### config.mk
export PLATFORM = sky130hd
export DESIGN_NAME = mul_div_unit_flat
export DESIGN_NICKNAME = d
export VERILOG_FILES = /design/src/rtl/mul_div_if.sv /design/src/rtl/mul_div_unit.sv /design/src/flat_wrapper.sv
export SDC_FILE = /design/constraint.sdc
export NUM_CORES = 2
export LEC_CHECK = 0
export ABC_AREA = 0
export ABC_CLOCK_PERIOD_IN_PS = 24400
export CORE_ASPECT_RATIO = 1.1
export CORE_MARGIN = 1
export CORE_UTILIZATION = 40
export DETAILED_ROUTE_END_ITERATION = 6
export RECOVER_POWER = 50
export SYNTH_ARGS = -nofsm -noshare
export SYNTH_HDL_FRONTEND = slang
export SYNTH_SLANG_ARGS = --single-unit
### constraint.sdc
create_clock -name clk -period 24.4 [get_ports clk]
set_input_delay 3.66 -clock clk [delete_from_list [all_inputs] [get_ports clk]]
set_output_delay 3.66 -clock clk [all_outputs]
set_load 0.02 [all_outputs]
### src/rtl/mul_div_if.sv
// Multiply/divide unit bus: EX-stage operation request, stall/busy status
// and the architectural HI/LO read ports.
interface mul_div_if;
    logic [2:0]  md_op;
    logic [31:0] src_a;
    logic [31:0] src_b;
    logic        ext_stall;
    logic        cancel;
    logic        md_stall;
    logic        md_busy;
    logic [31:0] hi_o;
    logic [31:0] lo_o;

    // Pipeline side: issues the operation and observes stall/HI/LO
    modport master (
        output md_op, src_a, src_b, ext_stall, cancel,
        input  md_stall, md_busy, hi_o, lo_o
    );

    // Unit side
    modport slave (
        input  md_op, src_a, src_b, ext_stall, cancel,
        output md_stall, md_busy, hi_o, lo_o
    );
endinterface

### src/rtl/mul_div_unit.sv
// Multi-cycle multiply/divide unit with architectural HI/LO registers.
// MULT/MULTU finish MUL_CYCLES cycles after entering EX (the product is
// written at the end of the last of those cycles). DIV/DIVU use one setup
// cycle, 32 restoring iterations and a done cycle that writes HI/LO.
// md_stall holds the front of the pipe until the done cycle.
module mul_div_unit #(
    parameter int MUL_CYCLES = 2
) (
    input  logic      clk,
    input  logic      rst,
    mul_div_if.slave  bus
);

    localparam int DIV_CYCLES = 33;

    localparam logic [1:0] S_IDLE = 2'd0;
    localparam logic [1:0] S_MUL  = 2'd1;
    localparam logic [1:0] S_DIV  = 2'd2;
    localparam logic [1:0] S_HOLD = 2'd3;

    localparam logic [2:0] OP_MULT  = 3'd1;
    localparam logic [2:0] OP_MULTU = 3'd2;
    localparam logic [2:0] OP_DIV   = 3'd3;
    localparam logic [2:0] OP_DIVU  = 3'd4;
    localparam logic [2:0] OP_MTHI  = 3'd5;
    localparam logic [2:0] OP_MTLO  = 3'd6;

    // The MUL state covers cycles 1..MUL_CYCLES-1; the last of them is the
    // done cycle, so the counter is loaded with MUL_CYCLES-2.
    localparam bit         MUL_SINGLE = (MUL_CYCLES == 1);
    localparam logic [5:0] MUL_LOAD   = 6'((MUL_CYCLES > 1) ? MUL_CYCLES - 2 : 0);
    localparam logic [5:0] DIV_LOAD   = 6'(DIV_CYCLES - 1);

    logic [1:0]  r_state;
    logic [5:0]  r_count;
    logic [31:0] r_hi;
    logic [31:0] r_lo;
    logic [2:0]  r_op;
    logic [31:0] r_a;        // multiplicand, or dividend/quotient shift register
    logic [31:0] r_b;        // multiplier, or divisor magnitude
    logic [31:0] r_rem;      // partial remainder
    logic        r_neg_q;
    logic        r_neg_r;

    logic        w_idle;
    logic        w_op_mul;
    logic        w_op_div;
    logic        w_start;
    logic        w_active;
    logic        w_counting;
    logic        w_done;
    logic        w_div_signed;
    logic [31:0] w_abs_a;
    logic [31:0] w_abs_b;

    logic        w_mul_sgn;
    logic [31:0] w_mul_a;
    logic [31:0] w_mul_b;
    logic signed [63:0] w_mul_a_ext;
    logic signed [63:0] w_mul_b_ext;
    logic signed [63:0] w_prod;

    logic [32:0] w_shift;
    logic [32:0] w_diff;
    logic        w_ge;
    logic [31:0] w_quo_fix;
    logic [31:0] w_rem_fix;

    assign w_idle       = (r_state == S_IDLE);
    assign w_op_mul     = (bus.md_op == OP_MULT) || (bus.md_op == OP_MULTU);
    assign w_op_div     = (bus.md_op == OP_DIV)  || (bus.md_op == OP_DIVU);
    assign w_start      = (w_op_mul || w_op_div) && !bus.cancel && w_idle;
    assign w_active     = (r_state == S_MUL) || (r_state == S_DIV);
    assign w_counting   = w_active && (r_count != 6'd0);
    assign w_done       = w_active && (r_count == 6'd0);
    assign w_div_signed = (bus.md_op == OP_DIV);
    assign w_abs_a      = (w_div_signed && bus.src_a[31]) ? (32'd0 - bus.src_a) : bus.src_a;
    assign w_abs_b      = (w_div_signed && bus.src_b[31]) ? (32'd0 - bus.src_b) : bus.src_b;

    // One multiplier serves both the single-cycle case (live operands in
    // IDLE) and the multi-cycle case (latched operands in MUL).
    assign w_mul_sgn   = w_idle ? (bus.md_op == OP_MULT) : (r_op == OP_MULT);
    assign w_mul_a     = w_idle ? bus.src_a : r_a;
    assign w_mul_b     = w_idle ? bus.src_b : r_b;
    assign w_mul_a_ext = {{32{w_mul_sgn & w_mul_a[31]}}, w_mul_a};
    assign w_mul_b_ext = {{32{w_mul_sgn & w_mul_b[31]}}, w_mul_b};
    assign w_prod      = w_mul_a_ext * w_mul_b_ext;

    // Restoring division step; a zero divisor naturally yields an all-ones
    // quotient and the dividend as remainder.
    assign w_shift   = {r_rem, r_a[31]};
    assign w_diff    = w_shift - {1'b0, r_b};
    assign w_ge      = ~w_diff[32];
    assign w_quo_fix = r_neg_q ? (32'd0 - r_a)   : r_a;
    assign w_rem_fix = r_neg_r ? (32'd0 - r_rem) : r_rem;

    assign bus.md_stall = !rst && !bus.cancel &&
                          ((w_start && (w_op_div || !MUL_SINGLE)) || w_counting);
    assign bus.md_busy  = w_active;
    assign bus.hi_o     = r_hi;
    assign bus.lo_o     = r_lo;

    // Control FSM: sequencing, countdown and HOLD while the pipe is frozen elsewhere
    always_ff @(posedge clk) begin
        if (rst || bus.cancel) begin
            r_state <= S_IDLE;
            r_count <= 6'd0;
        end else begin
            case (r_state)
                S_IDLE: begin
                    if (w_start) begin
                        if (w_op_div) begin
                            r_state <= S_DIV;
                            r_count <= DIV_LOAD;
                        end else if (MUL_SINGLE) begin
                            r_state <= bus.ext_stall ? S_HOLD : S_IDLE;
                        end else begin
                            r_state <= S_MUL;
                            r_count <= MUL_LOAD;
                        end
                    end
                end
                S_MUL, S_DIV: begin
                    if (r_count != 6'd0) begin
                        r_count <= r_count - 6'd1;
                    end else begin
                        r_state <= bus.ext_stall ? S_HOLD : S_IDLE;
                    end
                end
                default: begin
                    if (!bus.ext_stall) begin
                        r_state <= S_IDLE;
                    end
                end
            endcase
        end
    end

    // Architectural HI/LO: result write on done, MTHI/MTLO in IDLE; cancel blocks both
    always_ff @(posedge clk) begin
        if (rst) begin
            r_hi <= 32'd0;
            r_lo <= 32'd0;
        end else if (!bus.cancel) begin
            if (w_done && (r_state == S_MUL)) begin
                r_hi <= w_prod[63:32];
                r_lo <= w_prod[31:0];
            end else if (w_done) begin
                r_hi <= w_rem_fix;
                r_lo <= w_quo_fix;
            end else if (w_start && w_op_mul && MUL_SINGLE) begin
                r_hi <= w_prod[63:32];
                r_lo <= w_prod[31:0];
            end else if (w_idle && (bus.md_op == OP_MTHI)) begin
                r_hi <= bus.src_a;
            end else if (w_idle && (bus.md_op == OP_MTLO)) begin
                r_lo <= bus.src_a;
            end
        end
    end

    // Operand latch on start, then one restoring iteration per DIV count
    always_ff @(posedge clk) begin
        if (w_start) begin
            r_op <= bus.md_op;
            if (w_op_div) begin
                r_a     <= w_abs_a;
                r_b     <= w_abs_b;
                r_rem   <= 32'd0;
                r_neg_q <= w_div_signed & (bus.src_a[31] ^ bus.src_b[31]);
                r_neg_r <= w_div_signed & bus.src_a[31];
            end else begin
                r_a <= bus.src_a;
                r_b <= bus.src_b;
            end
        end else if ((r_state == S_DIV) && (r_count != 6'd0)) begin
            r_a   <= {r_a[30:0], w_ge};
            r_rem <= w_ge ? w_diff[31:0] : w_shift[31:0];
        end
    end

endmodule

### src/flat_wrapper.sv
// flat-port wrapper written by rule: the top's interface ports become plain ports
module mul_div_unit_flat 
#(
    parameter int MUL_CYCLES = 2
)
  (clk, rst, bus_md_op, bus_src_a, bus_src_b, bus_ext_stall, bus_cancel, bus_md_stall, bus_md_busy, bus_hi_o, bus_lo_o);
  mul_div_if bus_i ();
  input  logic clk;
  input  logic rst;
  input wire logic [$bits(bus_i.md_op)-1:0] bus_md_op;
  input wire logic [$bits(bus_i.src_a)-1:0] bus_src_a;
  input wire logic [$bits(bus_i.src_b)-1:0] bus_src_b;
  input wire logic [$bits(bus_i.ext_stall)-1:0] bus_ext_stall;
  input wire logic [$bits(bus_i.cancel)-1:0] bus_cancel;
  output wire logic [$bits(bus_i.md_stall)-1:0] bus_md_stall;
  output wire logic [$bits(bus_i.md_busy)-1:0] bus_md_busy;
  output wire logic [$bits(bus_i.hi_o)-1:0] bus_hi_o;
  output wire logic [$bits(bus_i.lo_o)-1:0] bus_lo_o;
  assign bus_i.md_op = bus_md_op;
  assign bus_i.src_a = bus_src_a;
  assign bus_i.src_b = bus_src_b;
  assign bus_i.ext_stall = bus_ext_stall;
  assign bus_i.cancel = bus_cancel;
  assign bus_md_stall = bus_i.md_stall;
  assign bus_md_busy = bus_i.md_busy;
  assign bus_hi_o = bus_i.hi_o;
  assign bus_lo_o = bus_i.lo_o;
  mul_div_unit #(.MUL_CYCLES(MUL_CYCLES)) u_core (.clk(clk), .rst(rst), .bus(bus_i));
endmodule
==> results by group <==
Placed design
  – Gp weighted congestion: 0.962
  – DPL Wire Length: 145 mm
  – IO Port Bufs: 136
  – Placed instance area: 53600 sq um

Floorplan
  – Std-Cell Rows: 136
  – Core area: 125000 sq um
  – Die area: 127000 sq um
  – Die height: 374 um
  – I/O Pins: 137
  – Chip width: 340 um
  – Initial core utilization: 40.3%

Final layout
  – Area Growth Syn to Fin: 7.97%
  – Ratio of cells with drive above 1 in the final layout: 4.38%
  – Finished Cell Area: 54200 sq um
  – Final-stage net count: 7214

Critical path
  – Worst-path fanout max: 10
  – Slowest stage delay, CP: 0.95 ns
  – Crit-path leading delay family: adder cells
  – Worst endpoint required time: 24.79 ns
  – Crit start category: input port
  – Crit. End Element: register
  – Crit path buf inv count: 5
  – CP most frequent cell: fa_1
  – Worst EP arrival: 14.69 ns
  – Crit Path Class: input port to register
  – Crit-path slowest cell: a21oi_1

Timing
  – Max_slew headroom: -41.2%
  – Sum Neg Setup Slack: 0 ns
  – Min cycle time layout: 14.30 ns
  – Worst slew pin tran: 2.12 ns
  – Hold_ws: 0.455 ns
  – Clk_skew: 0.0165 ns
  – Max Clk Rate: 0.0699 GHz
  – Max-slew violation count: 151
  – Final setup violation count: 0
  – Period utilization: 58.6%
  – Hold Vio Cnt, Final: 0
  – RSZ-0062 raised after global routing: no

Clock tree
  – Clock buffer count from CTS: 17
  – Hold Buf Count CTS: 0
  – TritonCTS sink count: 173
  – CTS clk-pin slew, worst paths: 0.08 ns
  – TritonCTS clock tree: built
  – H-tree levels: 4
  – CTS Root Cell: clkbuf_16
  – # Post-CTS Setup Buffers: 0
  – Post-cts sizing count: 0
  – Max Root-Sink Buffers: 2
  – Clock Latency Late Sink: 0.47 ns

Status
  – Status: complete, but fails checks
  – Failing checks: max-capacitance violations, max-slew violations

Synthesis
  – Synth Instances: 5802
  – Ys async rst share: 0%
  – Syn_nets: 7253
  – Post-synth EDFFs: 101
  – Commonest register cell after synthesis: edfxtp_1
  – Seq/Total Area, Yosys: 8.91%
  – #FFs+latches synth: 173
  – Syn_area_per_cell: 8.66 sq um
  – Synthesized area: 50200 sq um
  – Synth cell types: 81
  – Synth warnings: 0

Global routing
  – Met1 Use GR: 35.3%
  – Met3 Track Usage GR: 5.05%
  – First-pass GRT wire length: 270 mm
  – M2 GR Usage: 48.3%
  – Total grt overflow: 0
  – Number of global-route vias before repair: 42600
  – Grt peak-use layer: met2
  – Initial antenna violation count: 9
  – GR Util All Layers: 28.7%
  – Largest net degree at the start of global routing: 74

Drt
  – WL per Instance: 24.1 um
  – DRT iter0 DRCs: 3238
  – Via-per-instance ratio: 5.44
  – Residual DRC: 0
  – Pre-antenna DRT Iters: 6
  – Via count: 40500
  – Post-route ant nets: 0
  – WL final: 179 mm

Flow run
  – Max-cap violations: 4

Min path
  – Hold crit path type: register to register
==> cells by family (layout without fill, tap and decap cells) <==
group | Yosys count | in the layout | synth area share (%)
multiplexers | 90 | 90 | 1.87
XOR/XNOR | 224 | 224 | 3.91
AO/OA/AOI/OAI | 654 | 654 | 8.38
other | 0 | 5 | 0
buffers and inverters | 1548 | 1522 | 11.6
adder cells (fa/ha/maj) | 1380 | 1380 | 51.2
AND/OR/NAND/NOR | 1733 | 1733 | 14.1
flip-flops | 173 | 173 | 8.91
==> worst register-to-register path, delay by kind of cell, from the launching register on <==
family	cells	cell delay, ns
simple gates	6	1.72
xor+xnor	1	0.10
buf+inv	7	2.84
compound gates	4	1.70
fa+ha+maj	10	5.36
flops	1	0.37
==> metal layers <==
layer / part of all wire (%) / wire, um / vias to the layer above
met2: 49 / 87000 / 1591
met4: 5.8 / 10300 / 0
met5: 0 / 0 / -
li1: - / - / 17500
met3: 7.7 / 13700 / 405
met1: 38 / 68000 / 21000
==> cell usage in the layout (no fill, tap or decap), types with 26 or more instances in the layout <==
cell type	instances
fa_1	1126
a211oi_1	40
nor3_1	51
o211ai_1	28
nand2_1	980
nand3_1	32
ha_1	252
edfxtp_1	101
a21o_1	58
o21ai_0	85
dlygate4sd3_1	72
mux2_2	30
mux2i_2	26
inv_1	1246
dfxtp_1	72
nor2_1	514
a21oi_1	192
buf_4	102
xnor2_1	137
mux2i_1	34
o21a_1	34
o21ai_1	32
and2_1	34
o31ai_1	26
o21ai_2	26
xor2_1	86
clkdlybuf4s50_1	63
==> synth_stat cells (15+ instances only) <==
cell | instances | area share [%]
inv_1 | 1247 | 9.3
nand3_1 | 32 | 0.32
fa_1 | 1126 | 45
and2_1 | 35 | 0.44
o31ai_1 | 26 | 0.39
o21a_1 | 34 | 0.51
nor4_1 | 15 | 0.19
clkbuf_1 | 258 | 1.9
o21bai_1 | 15 | 0.22
mux2_2 | 30 | 0.67
a21o_1 | 58 | 0.87
xor2_1 | 87 | 1.5
xnor2_1 | 137 | 2.4
ha_1 | 254 | 6.3
o21ai_0 | 99 | 0.99
nor3_1 | 51 | 0.51
dfxtp_1 | 72 | 2.9
nor2_1 | 515 | 3.8
o41ai_1 | 16 | 0.28
o211ai_1 | 28 | 0.42
a211oi_1 | 40 | 0.60
o21ai_1 | 48 | 0.48
edfxtp_1 | 101 | 6.0
nand2_1 | 980 | 7.3
mux2i_1 | 60 | 1.2
buf_1 | 35 | 0.26
a21oi_1 | 194 | 1.9
==> metrics by stage <==
step | std cells | setup WS, ns | utilization, %
after global placement | 7400 | 9.96 | 43.0
after detailed placement | 7400 | 10.02 | 43.0
after global routing | 7432 | 9.71 | 43.5
after CTS | 7432 | 10.44 | 43.5
final | 7437 | 10.10 | 43.5
after floorplan | 5802 | 12.71 | -
==> state kept, by name, summed over array words and instances (netlist names) <==
| name | count |
|---|---|
| u_core.bus.hi_o | 32 |
| u_core.bus.lo_o | 32 |
| u_core.r_a | 32 |
| u_core.r_b | 32 |
| u_core.r_rem | 32 |
| u_core.r_count | 6 |
| u_core.r_op | 3 |
| u_core.r_state | 2 |
| u_core.r_neg_q | 1 |
| u_core.r_neg_r | 1 |
==> worst paths after layout <==
check | from | to | slack (ns) | cells past startpoint
setup reg to reg | u_core.r_state[0] | u_core.bus.hi_o[15] | 12.23 | 28
hold / removal | u_core.bus.lo_o[0] | u_core.bus.lo_o[0] | 0.45 | 2
hold reg to reg | u_core.bus.lo_o[0] | u_core.bus.lo_o[0] | 0.45 | 2
setup / recovery | bus_md_op[2] | u_core.bus.hi_o[15] | 10.10 | 27
==> final cells by class <==
type / count / area (sq um)
inverter: 1248 / 4690
antenna: 5 / 12.5
fill: 12400 / 70500
tap: 1656 / 2070
multi-input combinational: 4081 / 40200
clock buffer: 17 / 425
timing repair buffer: 242 / 2140
clock inverter: 15 / 191
sequential: 173 / 4470
Power is not shown: default switching activity piles up to over one toggle a cycle in this logic, so the estimate is an artifact.
